`config.mk`:
```
export PLATFORM = sky130hd
export DESIGN_NAME = reset_request_controller
export DESIGN_NICKNAME = d
export VERILOG_FILES = /design/src/rtl/synchronizer_pkg.sv /design/src/rtl/bit_synchronizer.sv /design/src/rtl/reset_request_controller.sv
export SDC_FILE = /design/constraint.sdc
export NUM_CORES = 1
export LEC_CHECK = 0
export ABC_CLOCK_PERIOD_IN_PS = 3000
export CAP_MARGIN = 25
export CORE_UTILIZATION = 25
export CTS_CLUSTER_DIAMETER = 30
export CTS_CLUSTER_SIZE = 30
export DETAILED_ROUTE_END_ITERATION = 8
export GPL_TIMING_DRIVEN = 0
export SKIP_LAST_GASP = 1
export SYNTH_ARGS = -nofsm -noshare
export SYNTH_HDL_FRONTEND = slang
export SYNTH_SLANG_ARGS = --single-unit
```
`constraint.sdc`:
```
create_clock -name source_clk -period 3 [get_ports source_clk]
set_input_delay 0.3 -clock source_clk [delete_from_list [all_inputs] [get_ports source_clk]]
set_output_delay 0.3 -clock source_clk [all_outputs]
set_load 0.005 [all_outputs]
```
`src/rtl/synchronizer_pkg.sv`:
```
// Shared types for the source-side reset request controller: FSM states,
// reset cause encoding and the sizing helper for the shared cycle counter.
package synchronizer_pkg;

    typedef enum logic [2:0] {
        IDLE,
        ASSERT,
        WAIT_ACK,
        RELEASE,
        HOLDOFF
    } rst_state_e;

    typedef enum logic [1:0] {
        POR,
        SW,
        WDT,
        EXT
    } rst_cause_e;

    // One counter serves every timed state, so it must hold the largest limit.
    function automatic int cnt_width(input int min_assert, input int ack_timeout,
                                     input int holdoff);
        int m;
        m = min_assert;
        if (ack_timeout > m) m = ack_timeout;
        if (holdoff > m) m = holdoff;
        return $clog2(m + 1);
    endfunction

endpackage

```
`src/rtl/bit_synchronizer.sv`:
```
// Multi-flop level synchronizer with asynchronous active-low clear; carries a
// slow level from a foreign clock domain into the local one.
module bit_synchronizer #(
    parameter int DEPTH = 2
) (
    input  logic clk,
    input  logic rst_n,
    input  logic d,
    output logic q
);

    logic [DEPTH-1:0] sync_q;
    logic [DEPTH-1:0] sync_d;

    always_comb begin
        sync_d = {sync_q[DEPTH-2:0], d};
    end

    always_ff @(posedge clk or negedge rst_n) begin
        if (!rst_n) begin
            sync_q <= '0;
        end else begin
            sync_q <= sync_d;
        end
    end

    assign q = sync_q[DEPTH-1];

endmodule

```
`src/rtl/reset_request_controller.sv`:
```
// Arbitrates reset requests and drives source_rst toward the target domain,
// releasing it only once the target acknowledges it has entered reset.
module reset_request_controller #(
    parameter int MIN_ASSERT  = 16,
    parameter int ACK_TIMEOUT = 255,
    parameter int HOLDOFF     = 8,
    parameter int SYNC_DEPTH  = 2
) (
    input  logic       source_clk,
    input  logic       source_rst_n,
    input  logic       sw_rst_req,
    input  logic       wdt_rst_req,
    input  logic       ext_rst_req,
    input  logic       target_rst_ack,
    input  logic       timeout_clr,
    output logic       source_rst,
    output logic       busy,
    output logic [1:0] rst_cause,
    output logic       ack_timeout
);

    import synchronizer_pkg::*;

    localparam int CW = cnt_width(MIN_ASSERT, ACK_TIMEOUT, HOLDOFF);
    localparam logic [CW-1:0] ASSERT_LAST  = CW'(MIN_ASSERT - 1);
    localparam logic [CW-1:0] TIMEOUT_LAST = CW'(ACK_TIMEOUT - 1);
    localparam logic [CW-1:0] HOLD_LAST    = CW'(HOLDOFF - 1);
    localparam logic [CW-1:0] CNT_MAX      = '1;

    rst_state_e    state_q, state_d;
    rst_cause_e    cause_q, cause_d;
    logic [CW-1:0] cnt_q, cnt_d;
    logic          src_rst_q, src_rst_d;
    logic          busy_q, busy_d;
    logic          timeout_q, timeout_d;
    logic          timeout_set;
    logic          ack_s;

    bit_synchronizer #(
        .DEPTH(SYNC_DEPTH)
    ) u_ack_sync (
        .clk  (source_clk),
        .rst_n(source_rst_n),
        .d    (target_rst_ack),
        .q    (ack_s)
    );

    always_comb begin
        state_d     = state_q;
        cause_d     = cause_q;
        timeout_set = 1'b0;

        case (state_q)
            IDLE: begin
                if (ext_rst_req) begin
                    state_d = ASSERT;
                    cause_d = EXT;
                end else if (wdt_rst_req) begin
                    state_d = ASSERT;
                    cause_d = WDT;
                end else if (sw_rst_req) begin
                    state_d = ASSERT;
                    cause_d = SW;
                end
            end
            ASSERT: begin
                if (cnt_q >= ASSERT_LAST) state_d = WAIT_ACK;
            end
            WAIT_ACK: begin
                // A real acknowledge on the expiring cycle is not a timeout.
                if (ack_s) begin
                    state_d = RELEASE;
                end else if (cnt_q >= TIMEOUT_LAST) begin
                    state_d     = RELEASE;
                    timeout_set = 1'b1;
                end
            end
            RELEASE: begin
                if (!ack_s) begin
                    state_d = synchronizer_pkg::HOLDOFF;
                end else if (cnt_q >= TIMEOUT_LAST) begin
                    state_d     = synchronizer_pkg::HOLDOFF;
                    timeout_set = 1'b1;
                end
            end
            synchronizer_pkg::HOLDOFF: begin
                if (cnt_q >= HOLD_LAST) state_d = IDLE;
            end
            default: state_d = ASSERT;
        endcase

        if (state_d != state_q) begin
            cnt_d = '0;
        end else if (cnt_q == CNT_MAX) begin
            cnt_d = cnt_q;
        end else begin
            cnt_d = cnt_q + 1'b1;
        end

        // Outputs are registered from the next state so they line up with it.
        src_rst_d = (state_d == ASSERT) || (state_d == WAIT_ACK);
        busy_d    = (state_d != IDLE);

        if (timeout_set) begin
            timeout_d = 1'b1;
        end else if (timeout_clr) begin
            timeout_d = 1'b0;
        end else begin
            timeout_d = timeout_q;
        end
    end

    always_ff @(posedge source_clk or negedge source_rst_n) begin
        if (!source_rst_n) begin
            state_q   <= ASSERT;
            cause_q   <= POR;
            cnt_q     <= '0;
            src_rst_q <= 1'b1;
            busy_q    <= 1'b1;
            timeout_q <= 1'b0;
        end else begin
            state_q   <= state_d;
            cause_q   <= cause_d;
            cnt_q     <= cnt_d;
            src_rst_q <= src_rst_d;
            busy_q    <= busy_d;
            timeout_q <= timeout_d;
        end
    end

    assign source_rst  = src_rst_q;
    assign busy        = busy_q;
    assign rst_cause   = cause_q;
    assign ack_timeout = timeout_q;

endmodule

```
; Word level (Yosys, flattened, before mapping)
; Cells that the tools add are included.
[word_totals]
input_bits = 7
n_memories = 0
ram_bits = 0
romBits = 0
reg_bits = 18
output_inout_bits = 5
latchBits = 0
word_cells = 47
[op_classes]
reduce_logical = 6
multipliers = 0
addsub = 1
n_eq_ne = 9
n_lt_le_gt_ge = 3
n_mux = 21
shift = 0
n_div = 0
bitwise_logic = 0
[op_table]
columns = cell, count
row1 = two-way mux 3 bit, 9
row2 = two-way mux 8 bit, 2
row3 = case mux 3 bit (5 select lines), 1
row4 = "equality test 3 x 2 -> 1 bit, second input constant", 3
row5 = "adder 8 x 1 -> 8 bit, second input constant", 1
row6 = "equality test 8 bit, second input constant", 1
row7 = ">= comparator 8 x 3 -> 1 bit, second input constant", 1
row8 = ">= comparator 8 x 4 -> 1 bit, second input constant", 1
row9 = ">= comparator 8 bit, second input constant", 1
row10 = "equality test 3 x 1 -> 1 bit, second input constant", 2
row11 = two-way mux 2 bit, 3
row12 = nonzero test 3 bit, 2
row13 = two-way mux 1 bit, 5
row14 = "equality test 3 bit, second input constant", 1
row15 = zero test 3 bit, 1
row16 = inequality test 3 bit, 1
row17 = "inequality test 2 bit, second input constant", 1
row18 = case mux 1 bit (2 select lines), 1
row19 = AND reduction 2 bit, 1
row20 = nonzero test 2 bit, 1
row21 = logical OR 1 bit, 1

; Longest topological paths before layout
; Gate-level depths: netlist of run 1.
[logic_depth]
word_depth = 6
ltp_mapped = 7
ltp_nobuf = 7

; By module
; Synthesis of run 1 repeated with hierarchy kept, for this count alone.
[unflattened]
cells_unflattened = 105
hier_area_um2 = 1012.2
[by_module_without_submodules]
columns = mod, n_inst, seq_area_each_um2, cells_per_inst, area_per_inst_um2
row1 = reset_request_controller, 1, 404.1, 103, 962.2
row2 = bit_synchronizer, 1, 50.0, 2, 50.0

; Worst setup path before layout of run 1
; Ideal clock, no wire load.
[synth_path]
path_kind = reg2reg
from = register cnt_q[0]
to = register busy_q (netlist: busy)
path_stages_with_launch = 8
setup_time_ns = 0.088
synth_period_minus_slack_ns = 1.798
arrival_time_ns = 1.709
path_buffers = 1
path_slack_ns = 1.202
t_required_ns = 2.912
cell_sequence = dfrtp_1 -> ha_1 -> and3_1 -> buf_4 -> nand2b_2 -> nand3b_1 -> a21o_1 -> or3b_1
[synth_via]
elab_chain_len = 5
word_cells_on_any_way = 11
classes_between = order compare (3) / mux (7) / reduce/logical (1)
[synth_lines]
columns = item, line
row1 = start: declaration, reset_request_controller.sv:32  ; logic [CW-1:0] cnt_q, cnt_d;
row2 = start signal: assignment, reset_request_controller.sv:124  ; cnt_q <= cnt_d;
row3 = >= comparator 8 bit, "reset_request_controller.sv:73, reset_request_controller.sv:81"
row4 = two-way mux 3 bit (on tied branches), "reset_request_controller.sv:81, reset_request_controller.sv:73"
row5 = two-way mux 3 bit (on tied branches), "reset_request_controller.sv:79, reset_request_controller.sv:71"
row6 = case mux 3 bit (5 select lines) (*), reset_request_controller.sv:53  ; case (state_q)
row7 = nonzero test 3 bit (*), reset_request_controller.sv:102  ; busy_d = (state_d != IDLE);
row8 = named net busy_d, reset_request_controller.sv:34  ; logic busy_q, busy_d;
row9 = end signal: assignment, reset_request_controller.sv:126  ; busy_q <= busy_d;
row10 = end: declaration, reset_request_controller.sv:34
; Mark *: on every way through the listed nets, which the timed path passes. The rest lies on a longest branch.
; A chain may end at the register's enable or synchronous reset.

; Final worst setup path of run 1
; Same ends and word-level chain as after synthesis.

==> results of run 1 <==
synthesized netlist by cell type (2+ instances only):
| library cell | instances | area (sq um) |
|---|---|---|
| sky130_fd_sc_hd__o21ai_0 | 4 | 20.0 |
| sky130_fd_sc_hd__dfstp_2 | 3 | 78.8 |
| sky130_fd_sc_hd__o21ai_2 | 2 | 17.5 |
| sky130_fd_sc_hd__nand2_1 | 8 | 30.0 |
| sky130_fd_sc_hd__a31oi_1 | 4 | 25.0 |
| sky130_fd_sc_hd__nand3_1 | 6 | 30.0 |
| sky130_fd_sc_hd__nor2_1 | 8 | 30.0 |
| sky130_fd_sc_hd__dfrtp_1 | 15 | 375 |
| sky130_fd_sc_hd__a21oi_1 | 2 | 10.0 |
| sky130_fd_sc_hd__nor3_2 | 2 | 20.0 |
| sky130_fd_sc_hd__buf_4 | 2 | 15.0 |
| sky130_fd_sc_hd__buf_6 | 2 | 22.5 |
| sky130_fd_sc_hd__a211oi_2 | 2 | 25.0 |
| sky130_fd_sc_hd__ha_1 | 2 | 25.0 |
| sky130_fd_sc_hd__inv_1 | 2 | 7.51 |
| sky130_fd_sc_hd__nor3_1 | 3 | 15.0 |
| sky130_fd_sc_hd__o21ai_1 | 2 | 10.0 |
| sky130_fd_sc_hd__xor2_1 | 2 | 17.5 |
power by group through the flow:
stage                     sequential [mW]  clock, mW  combinational [mW]
after floorplan                     0.353          0               0.267
after global placement              0.357          0               0.347
after detailed placement            0.364          0               0.362
after CTS                           0.359      0.203               0.363
after global routing                0.367      0.217               0.397
final                               0.358      0.200               0.358
state kept, by name, summed over array words and instances, names as in the netlist:
| register | flops |
|---|---|
| cnt_q | 8 |
| state_q | 3 |
| rst_cause | 2 |
| u_ack_sync.sync_q | 2 |
| ack_timeout | 1 |
| busy | 1 |
| source_rst | 1 |
routing by layer:
metal / GRT usage [%] / wire (um) / up-vias
li1: - / - / 385
met1: 13.6 / 945 / 391
met2: 18.0 / 970 / 8
met3: 2.08 / 58 / 0
met4: 2.45 / 0 / 0
met5: 0 / 0 / -
worst max-delay path, stage by stage (launching register included):
cell	delay, ps
sky130_fd_sc_hd__dfrtp_1	430
sky130_fd_sc_hd__ha_1	290
sky130_fd_sc_hd__and3_1	200
sky130_fd_sc_hd__buf_4	150
sky130_fd_sc_hd__nand2b_2	200
sky130_fd_sc_hd__nand3b_1	120
sky130_fd_sc_hd__a21o_1	130
sky130_fd_sc_hd__or3b_1	340
logic make-up (layout without fill, tap and decap cells):
group                      count (synthesis)  in the layout  synth area share [%]
and+or+nand+nor                           40             40                  23.8
muxes                                      1              1                  1.11
xor gates and xnor gates                   3              3                  2.59
adders and majority gates                  2              2                  2.47
AOI/OAI and AO/OA                         26             26                  20.8
buffers and inverters                      6             21                  4.44
DFF                                       18             18                  44.8
through the flow:
step	area (sq um)	hold slack (ps)	setup WS [ps]	total power [mW]	instances
after floorplan	1010	4.41	1200	0.619	96
after global placement	1180	338	1090	0.704	155
after detailed placement	1180	337	1070	0.725	155
after CTS	1240	353	1050	0.925	159
after global routing	1240	371	976	0.981	159
final	1240	351	1060	0.916	159
area by class of cell:
cell class | count | area share, %
Buffer | 4 | 3.03
Clock buffer | 4 | 4.44
Inverter | 2 | 0.605
Multi-Input combinational cell | 72 | 41.6
Sequential cell | 18 | 36.6
Tap cell | 48 | 4.84
Timing Repair Buffer | 11 | 8.88
worst paths after layout:
path | startpoint | end | slack (ps) | cells past startpoint
min | u_ack_sync.sync_q[0] | u_ack_sync.sync_q[1] | 350 | 0
max in group asynchronous | source_rst_n | state_q[2] | 1980 | 1
min reg2reg | u_ack_sync.sync_q[0] | u_ack_sync.sync_q[1] | 350 | 0
max | cnt_q[0] | busy | 1060 | 7
min in group asynchronous | source_rst_n | cnt_q[3] | 510 | 1
max reg2reg | cnt_q[0] | busy | 1060 | 7
==> Flow_metrics.wiki, run 1 <==
{| class="wikitable"
! Metric !! Value
|-
| Status || finished clean
|-
| Per-cell routed wire length || 12.4 um
|-
| Layout net count || 121
|-
| Switching Power || 0.320 mW
|-
| Total routing usage reported by global routing || 10.6%
|-
| Routed vias/inst || 4.93
|-
| Hold bufs inserted after CTS || 0
|-
| CTS clock-pin slew for the worst setup and hold paths || 70 ps
|-
| Proportion of synthesized flip-flops having asynchronous set or reset || 100%
|-
| Via total after detailed routing || around 780
|-
| Clock tree root buffer cell || sky130_fd_sc_hd__clkbuf_8
|-
| Share of power burned in the clock network || 21.9%
|-
| Final antenna-violating net count || 0
|-
| Number of resized instances in the post-cts repair step || 0
|-
| Average size of a mapped cell || 10.6 sq um
|-
| Worst-margin pin slew || 809 ps
|-
| Final slew viol count || 0
|-
| Die extent in x || 65.7 um
|-
| Nets in the synthesized netlist || around 110
|-
| Total leakage power || about 0.55 nW
|-
| Total number of yosys warnings || 0
|-
| Wire length of the first global-routing pass || 3530 um
|-
| F_max || 0.515 GHz
|-
| Final hold violation count || 0
|-
| Clk_lat worst skew || 250 ps
|-
| Post-Route Setup TNS || 0 ps
|-
| Data arrival, critical path || approximately 2100 ps
|-
| Worst slew margin relative to its limit || between 40% and 50%
|-
| CTS tree || built
|-
| Initial antenna violation count || 0
|-
| I/O pin count || 12
|-
| Flip-flop and latch area || 454 sq um
|-
| Number of inserted diodes || 0
|-
| Share of the yosys chip area belonging to registers || 44.8%
|-
| DRC violation count after routing || 0
|-
| Synth-to-layout area growth || 22.2%
|-
| Total iterations of the first detailed-routing run || 4
|-
| Multi-input gate area || 515 sq um
|-
| Vias in the first global route || 800
|-
| Overall die height || 65.7 um
|-
| Number of I/O port buffers || 11
|-
| Routed Wire Length || 1970 um
|-
| Total standard cell area after synthesis || 1010 sq um
|-
| Clock Sinks || 18
|-
| Maximum number of pins on one net before global-route repair || 19
|-
| Mapped Cells || 96
|-
| Number of setup buffers added after CTS || 0
|-
| Number of failing setup endpoints in the final timing report || 0
|-
| Count of flip-flops with a built-in enable after synthesis || 0
|-
| Total of max-cap violations || 0
|-
| Power density normalized to cell area || 739 nW/um^2
|-
| Share of post-route cells with drive strength above 1 || around a quarter
|-
| Clock period minus final worst setup slack || 1940 ps
|-
| Power Internal || a little under 0.6 mW
|-
| Critical setup path kind || reg2reg
|-
| Maximum fanout count along the critical path || 6
|-
| CTS buffer count || 3
|-
| Flip-flop and latch count after synthesis || 18
|-
| Most frequently used flop master after synthesis || sky130_fd_sc_hd__dfrtp_1
|-
| FP Rows || 22
|-
| Die outline area || 4320 sq um
|-
| IR Drop Worst-Case VDD || between 200 and 300 uV
|-
| Number of filler cells placed in the layout || 391
|-
| Required time at the worst-slack endpoint || 3170 ps
|-
| Starting density of the core || between 20% and 30%
|-
| Kind of start point of the critical path || flip-flop
|-
| Capturing element type of the critical path || flip-flop
|-
| Portion of total power attributed to sequential cells || around two fifths
|-
| Hold Crit Class || reg2reg
|-
| RSZ-0062 raised after global routing || false
|-
| Relative contribution of combinational cells to total power || between 30% and 40%
|-
| Number of buffers on the longest clock path || 2
|-
| Overflow after GRT || 0
|-
| Most common cell after layout, fill and taps aside || sky130_fd_sc_hd__dfrtp_1
|-
| Global placement routability congestion || 0.749
|-
| Placeable Area || 3770 sq um
|-
| Number of unique standard cell types used by synthesis || 43
|-
| DRC marker count from the first detailed-route iteration || 38
|-
| Commonest non-fill, non-tap cells in the layout || 15 x sky130_fd_sc_hd__dfrtp_1, 11 x sky130_fd_sc_hd__clkdlybuf4s50_1, 8 x sky130_fd_sc_hd__nand2_1, 8 x sky130_fd_sc_hd__nor2_1, 6 x sky130_fd_sc_hd__nand3_1
|-
| Clock H-tree levels || 1
|-
| Final cell utilization of the core || approximately 33%
|-
| Final Cycle Share || 64.8%
|-
| Clk_skew || about 5.2 ps
|-
| Proportion of total power due to net switching || 34.9%
|}
Power figures use the tool's default switching activity.
==> run 2: changes to the inputs <==
--- a/config.mk
+++ b/config.mk
@@ -5,7 +5,7 @@
 export SDC_FILE = /design/constraint.sdc
 export NUM_CORES = 1
 export LEC_CHECK = 0
-export ABC_CLOCK_PERIOD_IN_PS = 3000
+export ABC_CLOCK_PERIOD_IN_PS = 1900
 export CAP_MARGIN = 25
 export CORE_UTILIZATION = 25
 export CTS_CLUSTER_DIAMETER = 30
==> constraint.sdc (replaced) <==
create_clock -name source_clk -period 1.9 [get_ports source_clk]
set_input_delay 0.19 -clock source_clk [delete_from_list [all_inputs] [get_ports source_clk]]
set_output_delay 0.19 -clock source_clk [all_outputs]
set_load 0.005 [all_outputs]
==> run 2 against run 1 <==
Power is 63% higher. Die area unchanged. Register-to-register slack worse by 1000 ps. Largest power group is now combinational cells.
==> Flow_metrics.wiki, run 2 (synthesis results as in run 1) <==
{| class="wikitable"
! Metric !! Value
|-
| Reg-to-reg slack, setup || 40 ps
|-
| Routed vias/inst || 4.91
|-
| Die outline area || approximately 4300 sq um
|-
| RSZ-0062 raised after global routing || true
|-
| Die extent in x || 65.7 um
|-
| Final Cycle Share || 98.0%
|-
| Clock H-tree levels || 1
|-
| Clock Sinks || 18
|-
| Final cell utilization of the core || roughly a third
|-
| Design Power || roughly 1.5 mW
|-
| Placeable Area || approximately 3800 sq um
|-
| Share of post-route cells with drive strength above 1 || between 20 and 30%
|-
| Final slew viol count || 0
|-
| Hold Crit Class || reg2reg
|-
| CTS clock-pin slew for the worst setup and hold paths || 70 ps
|-
| Required time at the worst-slack endpoint || 2070 ps
|-
| Maximum fanout count along the critical path || 6
|-
| Starting density of the core || between 20% and 30%
|-
| Vias in the first global route || 800
|-
| Number of failing setup endpoints in the final timing report || 0
|-
| Number of buffers on the longest clock path || 2
|-
| FP Rows || 22
|-
| Final antenna-violating net count || 0
|-
| Total routing usage reported by global routing || a little over a tenth
|-
| Final hold violation count || 0
|-
| Kind of start point of the critical path || flip-flop
|-
| Kind of cell adding the most delay to the critical path || simple AND/OR/NAND/NOR gates
|-
| Maximum number of pins on one net before global-route repair || 19
|-
| Total placed cells including tap cells || 155
|-
| Synth-to-layout area growth || 24.7%
|-
| Number of cells on the worst reg-to-reg path || 7
|-
| Data arrival, critical path || approximately 2000 ps
|-
| Overall die height || about 66 um
|-
| Overflow after GRT || 0
|-
| Cells along the critical path || ha_2 > and3_1 > buf_4 > nand2b_2 > nand3b_1 > a21o_1 > or3b_1
|-
| CTS buffer count || 3
|-
| F_max || 0.537 GHz
|-
| I/O pin count || 12
|-
| Number of I/O port buffers || 11
|-
| DRC marker count from the first detailed-route iteration || 40
|-
| Hold bufs inserted after CTS || 0
|-
| Total iterations of the first detailed-routing run || 4
|-
| Status || finished clean
|-
| Layout net count || 123
|-
| Worst r2r src || cnt_q[0]
|-
| Register ranked first by flip-flop count || cnt_q
|-
| IR Drop Worst-Case VDD || 396 uV
|-
| Worst-margin pin slew || around 810 ps
|-
| Critical setup path kind || reg2reg
|-
| Worst Path Buf+Inv || 1
|-
| Total leakage power || 0.553 nW
|-
| Most common cell after layout, fill and taps aside || sky130_fd_sc_hd__dfrtp_1
|-
| Capturing element type of the critical path || flip-flop
|-
| Worst hold path stage count || 0
|-
| Wire length of the first global-routing pass || 3530 um
|-
| Number of flip-flops in the largest register || 8
|-
| Clk_lat worst skew || roughly 250 ps
|-
| Via total after detailed routing || approximately 800
|-
| Power density normalized to cell area || 1180 nW/um^2
|-
| Cell with the biggest individual delay on the critical path || sky130_fd_sc_hd__dfrtp_2
|-
| Worst hold path startpoint || u_ack_sync.sync_q[0]
|-
| Commonest non-fill, non-tap cells in the layout || 14 x sky130_fd_sc_hd__dfrtp_1, 11 x sky130_fd_sc_hd__clkdlybuf4s50_1, 8 x sky130_fd_sc_hd__nand2_1, 8 x sky130_fd_sc_hd__nor2_1, 6 x sky130_fd_sc_hd__nand3_1
|-
| Initial antenna violation count || 0
|-
| Biggest registers after layout || cnt_q: 8 flops, state_q: 3 flops
|-
| Global placement routability congestion || ~0.75
|-
| Maximum single-stage delay on the critical path || 440 ps
|-
| Total of max-cap violations || 0
|-
| Clk_skew || 5.82 ps
|-
| Number of inserted diodes || 0
|-
| WHS Endpoint || u_ack_sync.sync_q[1]
|-
| DRC violation count after routing || 0
|-
| CTS tree || built
|-
| Clock tree root buffer cell || sky130_fd_sc_hd__clkbuf_8
|-
| Final Non-Filler Cells || 161
|-
| Routed Wire Length || around 2000 um
|-
| Worst slew margin relative to its limit || a little under half
|-
| WP depth || 7
|-
| Reg-to-Reg End || busy
|-
| Per-cell routed wire length || 12.6 um
|-
| Clock period minus final worst setup slack || 1860 ps
|}
run 2: cell types whose count changed in the layout (fill, tap and decap cells not counted):
cell                      before  now
sky130_fd_sc_hd__buf_4         2    4
sky130_fd_sc_hd__a31oi_1       4    3
sky130_fd_sc_hd__a31oi_2       0    1
sky130_fd_sc_hd__dfrtp_1      15   14
sky130_fd_sc_hd__dfrtp_2       0    1
sky130_fd_sc_hd__ha_1          2    1
sky130_fd_sc_hd__ha_2          0    1
run 2: cell type report:
cell class	instances	area (sq um)
buffer	4	37.5
clock buffer	4	55.1
fill	387	2510
inverter	2	7.51
multi-input combinational	72	524
sequential	18	455
tap	48	60.1
timing repair buffer	13	125
run 2: through the flow:
step	setup TNS, ps	hold slack, ps	instance area, sq um	setup WS [ps]
floorplan	0	-106	1010	102
global placement	-10.4	338	1180	-10.4
detailed placement	-37.6	337	1180	-29.2
CTS	0	353	1240	16.6
global route	-61.2	367	1260	-31.7
finish	0	352	1260	37.3
run 2: worst max-delay path by stage:
stage | startpoint | endpoint
detailed placement | cnt_q[0] | busy
global placement | cnt_q[0] | busy
global route | cnt_q[0] | busy
floorplan | cnt_q[0] | busy
CTS | cnt_q[0] | busy
finish | cnt_q[0] | busy
run 2: repair_timing:
action	in CTS	in global routing
buffers inserted	0	2
pin swaps	0	3
cloned	0	0
resized for setup	1	2
setup endpoints to repair	5	9
run 2: routing by layer:
| metal | vias to the layer above | share of wire, % | global-route usage, % |
|---|---|---|---|
| met5 | - | 0 | 0 |
| met4 | 0 | 0 | 2.45 |
| met3 | 0 | 3.0 | 2.08 |
| met2 | 10 | 49 | 18.0 |
| met1 | 393 | 48 | 13.6 |
| li1 | 388 | - | - |
run 2: power breakdown:
| group | internal, mW | total, mW | switching, mW |
|---|---|---|---|
| clock | 0.184 | 0.318 | 0.134 |
| sequential | 0.483 | 0.564 | 0.0808 |
| combinational | 0.305 | 0.609 | 0.304 |
==> run 3: changes to the inputs <==
--- a/config.mk
+++ b/config.mk
@@ -12,6 +12,7 @@
 export CTS_CLUSTER_SIZE = 30
 export DETAILED_ROUTE_END_ITERATION = 8
 export GPL_TIMING_DRIVEN = 0
+export MAX_ROUTING_LAYER = met4
 export SKIP_LAST_GASP = 1
 export SYNTH_ARGS = -nofsm -noshare
 export SYNTH_HDL_FRONTEND = slang
==> run 3 against run 2 <==
Setup slack lost 1.0 ps. Routed wire length shrank 0.64%. Cell count is the same. Global-route usage grew 0.29 points. Flip-flop and latch count is the same. Sequential share of layout area is the same. Critical path type unchanged. Largest power group unchanged. Design area is the same. Worst hold slack is essentially flat. Clock power is essentially flat. Die area is the same. Critical endpoint unchanged.
==> Flow_metrics.wiki, run 3 (synthesis results as in run 1) <==
{| class="wikitable"
! Metric !! Value
|-
| Die extent in x || between 60 and 70 um
|-
| Hold bufs inserted after CTS || 0
|-
| Total of max-cap violations || 0
|-
| Placeable Area || ~3800 sq um
|-
| Kind of cell adding the most delay to the critical path || simple AND/OR/NAND/NOR gates
|-
| Kind of start point of the critical path || flip-flop
|-
| RSZ-0062 raised after global routing || true
|-
| Worst Path Buf+Inv || 1
|-
| Die outline area || 4320 sq um
|-
| Clock Sinks || 18
|-
| Critical setup path kind || reg2reg
|-
| Initial antenna violation count || 0
|-
| Share of power burned in the clock network || 21.3%
|-
| Most common cell after layout, fill and taps aside || sky130_fd_sc_hd__dfrtp_1
|-
| WP depth || 7
|-
| Worst slew margin relative to its limit || around 46%
|-
| Final slew viol count || 0
|-
| Placed instance area || 1180 sq um
|-
| Starting density of the core || 26.9%
|-
| Number of failing setup endpoints in the final timing report || 0
|-
| Final Cycle Share || between 90% and 100%
|-
| Wire length of the first global-routing pass || 3530 um
|-
| End of the critical path || busy
|-
| Power density normalized to cell area || 1180 nW/um^2
|-
| Post-route cell area || about 1300 sq um
|-
| Clock H-tree levels || 1
|-
| Maximum number of pins on one net before global-route repair || 19
|-
| Via total after detailed routing || just under 800
|-
| Number of flip-flops in the largest register || 8
|-
| Worst setup path startpoint || cnt_q[0]
|-
| Clk_lat worst skew || 250 ps
|-
| Status || finished clean
|-
| Per-cell routed wire length || 12.5 um
|-
| Proportion of total power due to net switching || 34.8%
|-
| Switching Power || 0.519 mW
|-
| Worst-margin pin slew || 812 ps
|-
| CTS buffer count || 3
|-
| I/O pin count || 12
|-
| Routed Wire Length || 2020 um
|-
| Portion of total power attributed to sequential cells || 37.8%
|-
| Hold Crit Class || reg2reg
|-
| Power Internal || 0.971 mW
|-
| Register ranked first by flip-flop count || cnt_q
|-
| Global placement routability congestion || 0.759
|-
| Number of buffers on the longest clock path || 2
|-
| Number of filler cells placed in the layout || 387
|-
| Overall die height || 65.7 um
|-
| Commonest non-fill, non-tap cells in the layout || 14 x sky130_fd_sc_hd__dfrtp_1, 11 x sky130_fd_sc_hd__clkdlybuf4s50_1, 8 x sky130_fd_sc_hd__nand2_1, 8 x sky130_fd_sc_hd__nor2_1, 6 x sky130_fd_sc_hd__nand3_1
|-
| DRC marker count from the first detailed-route iteration || 40
|-
| Required time at the worst-slack endpoint || 2070 ps
|-
| Cells along the critical path || ha_2 > and3_1 > buf_4 > nand2b_2 > nand3b_1 > a21o_1 > or3b_1
|-
| Share of post-route cells with drive strength above 1 || 28.3%
|-
| Relative contribution of combinational cells to total power || 40.9%
|-
| Reg-to-reg slack, setup || between 30 and 40 ps
|-
| IR Drop Worst-Case VDD || 396 uV
|-
| Synth-to-layout area growth || 24.7%
|-
| Number of cells on the worst reg-to-reg path || 7
|-
| Total routing usage reported by global routing || 10.9%
|-
| CTS clock-pin slew for the worst setup and hold paths || 70 ps
|-
| Total leakage power || 0.553 nW
|-
| Maximum single-stage delay on the critical path || 440 ps
|-
| Final hold violation count || 0
|-
| Total iterations of the first detailed-routing run || 4
|-
| Data arrival, critical path || 2040 ps
|-
| Clock period minus final worst setup slack || 1860 ps
|-
| Final antenna-violating net count || 0
|-
| DRC violation count after routing || 0
|-
| Routed vias/inst || between 4 and 5
|-
| Final Non-Filler Cells || between 150 and 200
|-
| Layout net count || around 120
|-
| Number of inserted diodes || 0
|-
| Maximum fanout count along the critical path || 6
|-
| Worst r2r src || cnt_q[0]
|-
| Capturing element type of the critical path || flip-flop
|-
| CTS tree || built
|-
| Vias in the first global route || 800
|-
| Overflow after GRT || 0
|-
| FP Rows || 22
|-
| Number of I/O port buffers || 11
|-
| Cell with the biggest individual delay on the critical path || sky130_fd_sc_hd__dfrtp_2
|-
| F_max || 0.537 GHz
|-
| Total placed cells including tap cells || ~160
|-
| Clock tree root buffer cell || sky130_fd_sc_hd__clkbuf_8
|-
| Clk_skew || 6.27 ps
|-
| Biggest registers after layout || cnt_q: 8 flops, state_q: 3 flops
|-
| Reg-to-Reg End || busy
|}
## run 3: final cells by class
type                    count  area [sq um]  area share (%)
clock buffers               4          55.1            4.35
inverters                   2          7.51           0.593
plain buffers               4          37.5            2.97
well taps                  48          60.1            4.75
repair buffers             13           125            9.89
flip-flops and latches     18           455            36.0
multi-input cells          72           524            41.4
## run 3: worst min path at each step
| stage | from | to | slack, ps | cells past startpoint |
|---|---|---|---|---|
| 6_report | u_ack_sync.sync_q[0] | u_ack_sync.sync_q[1] | 350 | 0 |
| 5_1_grt | target_rst_ack | u_ack_sync.sync_q[0] | 370 | 1 |
| 4_1_cts | u_ack_sync.sync_q[0] | u_ack_sync.sync_q[1] | 350 | 0 |
| 3_5_place_dp | u_ack_sync.sync_q[0] | u_ack_sync.sync_q[1] | 340 | 0 |
| 3_3_place_gp | u_ack_sync.sync_q[0] | u_ack_sync.sync_q[1] | 340 | 0 |
| 2_1_floorplan | source_rst_n | ack_timeout | -110 | 0 |
## run 3: what timing repair did
action,4_1_cts,5_1_grt
endpoints found under the setup margin,5,9
setup buffers,0,2
pin swaps,0,3
gates resized for setup,1,2
## run 3: power by group through the flow
stage	Sequential [mW]	Clock (mW)	Combinational, mW
after floorplan	0.557	0	0.421
after global routing	0.576	0.343	0.672
after detailed placement	0.574	0	0.571
after CTS	0.567	0.321	0.575
final	0.563	0.318	0.609
after global placement	0.564	0	0.549
## run 3: metrics by stage
| stage | hold WS [ps] | setup slack [ps] | power (mW) | utilization, % | TNS (ps) |
|---|---|---|---|---|---|
| 2_1_floorplan | -106 | 102 | 0.978 | - | 0 |
| 3_3_place_gp | 338 | -10.4 | 1.11 | 31.4 | -10.4 |
| 3_5_place_dp | 337 | -29.2 | 1.14 | 31.4 | -37.6 |
| 4_1_cts | 353 | 16.6 | 1.46 | 32.9 | 0 |
| 5_1_grt | 367 | -31.7 | 1.59 | 33.5 | -60.9 |
| 6_report | 351 | 36.2 | 1.49 | 33.5 | 0 |
## run 3: metal layers
| layer | track usage, % | wire [um] | vias to the layer above |
|---|---|---|---|
| met3 | 2.08 | 60 | 0 |
| li1 | - | - | 385 |
| met1 | 13.6 | 957 | 392 |
| met4 | 2.45 | 0 | 0 |
| met5 | - | 0 | - |
| met2 | 18.0 | 1000 | 10 |
## run 3: worst reg2reg max path: cells and delay by family, from the launching register on
| family | cells | cell delay, ps |
|---|---|---|
| compound gates | 1 | 130 |
| fa+ha+maj | 1 | 230 |
| buf+inv | 1 | 150 |
| flops | 1 | 440 |
| simple gates | 4 | 840 |
